===== src/rtl/alu_arbiter.sv =====
// Round-robin arbiter/sequencer sharing one combinational 32-bit ALU between two requesters.
// Define ALU_ARB_FLAGS_EN to capture the ALU flag inputs into rspN_flags; otherwise they read 4'b0000.
module alu_arbiter #(
   parameter int unsigned WAIT_CYCLES = 2
) (
   input  logic        clk,
   input  logic        reset,
   input  logic        req0_valid,
   output logic        req0_ready,
   input  logic [31:0] req0_a,
   input  logic [31:0] req0_b,
   input  logic [1:0]  req0_op,
   input  logic        req1_valid,
   output logic        req1_ready,
   input  logic [31:0] req1_a,
   input  logic [31:0] req1_b,
   input  logic [1:0]  req1_op,
   output logic        rsp0_valid,
   input  logic        rsp0_ready,
   output logic [31:0] rsp0_result,
   output logic [3:0]  rsp0_flags,
   output logic        rsp1_valid,
   input  logic        rsp1_ready,
   output logic [31:0] rsp1_result,
   output logic [3:0]  rsp1_flags,
   output logic [31:0] alu_bussa,
   output logic [31:0] alu_bussb,
   output logic [1:0]  alu_control,
   input  logic [31:0] alu_output,
   input  logic        alu_carryout,
   input  logic        alu_zero,
   input  logic        alu_overflow,
   input  logic        alu_negative,
   output logic        busy
);

   typedef enum logic [1:0] {IDLE, EXEC, RESP} state_t;

   localparam logic [3:0] WAIT_LOAD = 4'(WAIT_CYCLES);

   state_t     state;
   logic       owner;
   logic       last_grant;
   logic [3:0] count;
   logic       grant0;
   logic       grant1;
   logic       capture;
   logic       rsp_done;

   // NOTE: every signal assigned in always_comb gets a value on every path, so no latch is inferred.
   always_comb begin
      grant0 = 1'b0;
      grant1 = 1'b0;
      if (req0_valid && req1_valid) begin
         grant0 = last_grant;
         grant1 = ~last_grant;
      end else begin
         grant0 = req0_valid;
         grant1 = req1_valid;
      end
   end

   assign req0_ready = (state == IDLE) && grant0;
   assign req1_ready = (state == IDLE) && grant1;
   assign busy       = (state != IDLE);
   assign capture    = (state == EXEC) && (count == 4'd1);
   assign rsp_done   = (state == RESP) && (owner ? rsp1_ready : rsp0_ready);

   // NOTE: sequential state uses non-blocking assignments so every register samples pre-edge values.
   always_ff @(posedge clk or posedge reset) begin
      if (reset) begin
         state       <= IDLE;
         owner       <= 1'b1;
         last_grant  <= 1'b1;
         count       <= 4'd0;
         alu_bussa   <= 32'd0;
         alu_bussb   <= 32'd0;
         alu_control <= 2'b00;
         rsp0_valid  <= 1'b0;
         rsp1_valid  <= 1'b0;
         rsp0_result <= 32'd0;
         rsp1_result <= 32'd0;
      end else begin
         case (state)
            IDLE: begin
               if (req0_ready || req1_ready) begin
                  alu_bussa   <= req1_ready ? req1_a  : req0_a;
                  alu_bussb   <= req1_ready ? req1_b  : req0_b;
                  alu_control <= req1_ready ? req1_op : req0_op;
                  owner       <= req1_ready;
                  count       <= WAIT_LOAD;
                  state       <= EXEC;
               end
            end
            EXEC: begin
               count <= count - 4'd1;
               if (capture) begin
                  if (owner) begin
                     rsp1_result <= alu_output;
                     rsp1_valid  <= 1'b1;
                  end else begin
                     rsp0_result <= alu_output;
                     rsp0_valid  <= 1'b1;
                  end
                  state <= RESP;
               end
            end
            RESP: begin
               if (rsp_done) begin
                  if (owner) rsp1_valid <= 1'b0;
                  else       rsp0_valid <= 1'b0;
                  last_grant <= owner;
                  state      <= IDLE;
               end
            end
            default: state <= IDLE;
         endcase
      end
   end

`ifdef ALU_ARB_FLAGS_EN
   logic [3:0] flags0_q;
   logic [3:0] flags1_q;

   always_ff @(posedge clk or posedge reset) begin
      if (reset) begin
         flags0_q <= 4'd0;
         flags1_q <= 4'd0;
      end else if (capture) begin
         if (owner) flags1_q <= {alu_negative, alu_overflow, alu_zero, alu_carryout};
         else       flags0_q <= {alu_negative, alu_overflow, alu_zero, alu_carryout};
      end
   end

   assign rsp0_flags = flags0_q;
   assign rsp1_flags = flags1_q;
`else
   logic unused_flags;

   assign unused_flags = ^{alu_negative, alu_overflow, alu_zero, alu_carryout};
   assign rsp0_flags   = 4'b0000;
   assign rsp1_flags   = 4'b0000;
`endif

endmodule


===== config.mk =====
export PLATFORM = sky130hd
export DESIGN_NAME = alu_arbiter
export DESIGN_NICKNAME = d
export VERILOG_FILES = /design/src/rtl/alu_arbiter.sv
export SDC_FILE = /design/constraint.sdc
export NUM_CORES = 1
export LEC_CHECK = 0
export CAP_MARGIN = 20
export CORE_MARGIN = 2
export CORE_UTILIZATION = 39
export CTS_CLUSTER_SIZE = 24
export DETAILED_ROUTE_END_ITERATION = 10
export PLACE_DENSITY = 0.89
export SETUP_SLACK_MARGIN = 0.02
export SLEW_MARGIN = 20
export SYNTH_ARGS = -nofsm -noshare
export SYNTH_HDL_FRONTEND = slang
export SYNTH_SLANG_ARGS = --single-unit

===== constraint.sdc =====
create_clock -name clk -period 6.4 [get_ports clk]
set_clock_uncertainty 0.15 [all_clocks]
set_input_delay 1.6 -clock clk [delete_from_list [all_inputs] [get_ports clk]]
set_output_delay 1.6 -clock clk [all_outputs]
set_load 0.005 [all_outputs]

==> metrics.md <==
| Metric | Value |
|---|---|
| Status | `complete, no violations` |
| Cell taking the most area after synthesis | `dfrtp_1` |
| First DRT Iteration DRCs | `~220` |
| Synth async-reset ratio | `1.000` |
| Setup Fix Bufs, Post-CTS | `0` |
| Routed vias | `4924` |
| Prevailing post-synth register cell | `dfrtp_1` |
| Post-synthesis instance total | `430` |
| Pint | `3.268 mW` |
| Global route total overflow | `0` |
| Num ports | `317` |
| Pre-CTS setup slack | `roughly 1.7 ns` |
| Crit path DAT | `2.96 ns` |
| Setup WS post-layout | `approximately 1.7 ns` |
| Clock root buffer | `clkbuf_16` |
| Switch share | `0.2877` |
| Netlist cell types | `36` |
| CP max stage delay | `0.58 ns` |
| Period utilization | `0.7362` |
| Post-route ant nets | `0` |
| Worst-path fanout max | `5` |
| DR pass1 iterations | `4` |
| Initial Util | `0.3953` |
| Seq pwr share | `0.347` |
| Initial antenna violation count | `0` |
| Final Max Tran Viols | `0` |
| Syn Area/Cell | `13.82 um2` |
| Worst Setup End Kind | `primary output` |
| Final Setup Violations | `0` |
| DR vias/cell | `approximately 5.3` |
| CTS Buf Count | `17` |
| GRT Total Usage | `0.2233` |
| Max-cap violations | `0` |
| WP buf/inv | `2` |
| Max Fclk | `between 200 and 250 MHz` |
| Fin Hold WS | `0.3489 ns` |
| Antenna Cells | `0` |
| Synth Register Bits | `140` |
| Peak supply drop | `0.2200 mV` |
| Clock share of power | `0.217` |
| Worst path most repeated cell | `clkdlybuf4s50_1` |
| Die Span Y | `127.4 um` |
| Cts hold-fix bufs | `0` |
| Worst rel slew slack | `0.3692` |
| Wirelength per Cell | `about 20 um` |
| Final hold violation count | `0` |
| PD cells | `474.6 mW/mm2` |
| Ys Warns | `0` |
| First-pass GRT wire length | `28.12 mm` |
| Slowest-stage cell, CP | `clkdlybuf4s50_1` |
| Die ar. | `0.01624 mm2` |
| HPWL after DPL | `13.15 mm` |
| Final Util | `0.6429` |
| Count leader, synth | `dfrtp_1` |
| Leakage | `3.987 nW` |
| Area contributors post-synth | `dfrtp_1 58%, mux2_2 12%, a221o_1 11%` |
| Clock Sinks | `140` |
| Family with the most delay on the worst path | `buffers and inverters` |
| Startpoint type of the worst setup path | `input port` |
| Synth top cells by count | `138 x dfrtp_1, 66 x a221o_1, 66 x o21a_1` |
| Req. time, crit path | `4.65 ns` |
| EDFF count, synth | `0` |
| Setup TNS | `0 ns` |
| Tmin final | `4.712 ns` |
| H-tree depth | `4` |
| Switching power total | `between 1 and 1.5 mW` |
| Worst-path clk slew | `~0.060 ns` |
| Post-synthesis sequential area ratio | `0.5900` |
| Vias in the first global route | `roughly 5200` |
| Core area | `0.01503 mm2` |
| Largest net degree at the start of global routing | `108` |
| Drc violations | `0` |
| Proportion of power drawn by combinational gates | `0.436` |
| Crit Path Category | `input port to primary output` |
| Nets | `around 900` |
| Port Buffers | `304` |
| CTS tree | `yes` |
| Area delta synth->final | `62.67%` |
| Share of layout cells above drive strength 1 | `0.1460` |
| Width of the die | `127.4 um` |
| Unrepaired setup endpoints after global routing | `no` |
| Skew-Pair Late Insertion Delay | `0.41 ns` |
| Top cell type's share of synthesized area | `0.5812` |
| Wirelength, routed | `18.04 mm` |
| Actual slew at the worst max-slew pin | `0.9462 ns` |
| Clk buf depth | `2` |
| Synthesized area | `between 0.005 and 0.006 mm2` |
| Crit-path cells | `clkdlybuf4s50_1 -> and3_2 -> clkdlybuf4s50_1` |
| Post-CTS sizing | `0` |
| Routability cong. | `0.8159` |
| Hold Crit Class | `flip-flop to flip-flop` |
| # rows | `45` |
==> metrics by stage <==
stage / instance area, um2 / total power, mW / std cells
2_1_floorplan: 5968 / 2.447 / 437
3_3_place_gp: 9045 / 3.499 / 889
3_5_place_dp: 9065 / 3.612 / 890
4_1_cts: 9666 / 4.636 / 921
5_1_grt: 9666 / 4.858 / 921
6_report: 9666 / 4.588 / 921
==> per-layer routing <==
layer,global-route usage,vias to the layer above,wire length [um]
met5,0,-,0
met3,0.06951,43,1534
met4,0.1176,0,768
li1,-,2201,-
met2,0.3715,253,8901
met1,0.2595,2427,6838
==> worst reg2reg max path, delay by kind of cell, from the launching register on <==
kind	cells	cell delay (ns)
fa+ha+maj	1	0.17
simple gates	2	0.72
flops	1	0.39
mux	1	0.31
buf+inv	2	0.51
==> cell usage in the layout (no fill, tap or decap), drive strengths merged, types with 3 or more instances in the layout <==
cell type,count
clkbuf,21
clkinvlp,3
nor2,3
dfrtp,138
nand3,3
clkdlybuf4s50,304
a221o,66
o21ai,7
clkinv,3
o21a,66
buf,7
inv,5
conb,8
bufinv,3
nand2,6
nand2b,4
mux2,64
==> flip-flops by register name (all words and copies together) (netlist names) <==
signal and count:
alu_bussa 32, rsp1_result 32, state 2, rsp0_result 32, count 4, rsp0_valid 1, owner 1, rsp1_valid 1
last_grant 1, alu_bussb 32, alu_control 2
==> power by group through the flow <==
stage	Clock, mW	Sequential (mW)	Combinational, mW
finish	0.998	1.59	2.00
detailed placement	0	1.60	2.01
CTS	1.02	1.59	2.03
floorplan	0	1.58	0.865
global route	1.05	1.65	2.15
global placement	0	1.57	1.93
==> logic make-up after synthesis <==
logic type	synth area share
xor+xnor	0.002949
flops	0.5900
other cells	0.0006311
fa+ha+maj	0.004211
mux	0.1213
simple gates	0.02653
buf+inv	0.04653
compound gates	0.2078
==> final cells by class <==
type | count | area, um2
clock inverter | 10 | 140.1
clock buffer | 21 | 460.4
inverter | 4 | 20.02
tap | 188 | 235.2
sequential | 140 | 3506
timing repair buffer | 311 | 3108
multi-input combinational | 247 | 2196
fill | 1074 | 5368
==> final timing paths <==
| check | from | endpoint | slack [ns] | cells past startpoint |
|---|---|---|---|---|
| max in group asynchronous | reset | owner | 3.39 | 3 |
| min in group asynchronous | reset | alu_bussb[10] | 1.63 | 2 |
| max reg2reg | count[1] | rsp1_result[1] | 4.02 | 6 |
| max | req0_valid | req0_ready | 1.69 | 3 |
| min reg2reg | last_grant | last_grant | 0.35 | 2 |
| min | last_grant | last_grant | 0.35 | 2 |
Power figures use the tool's default switching activity.
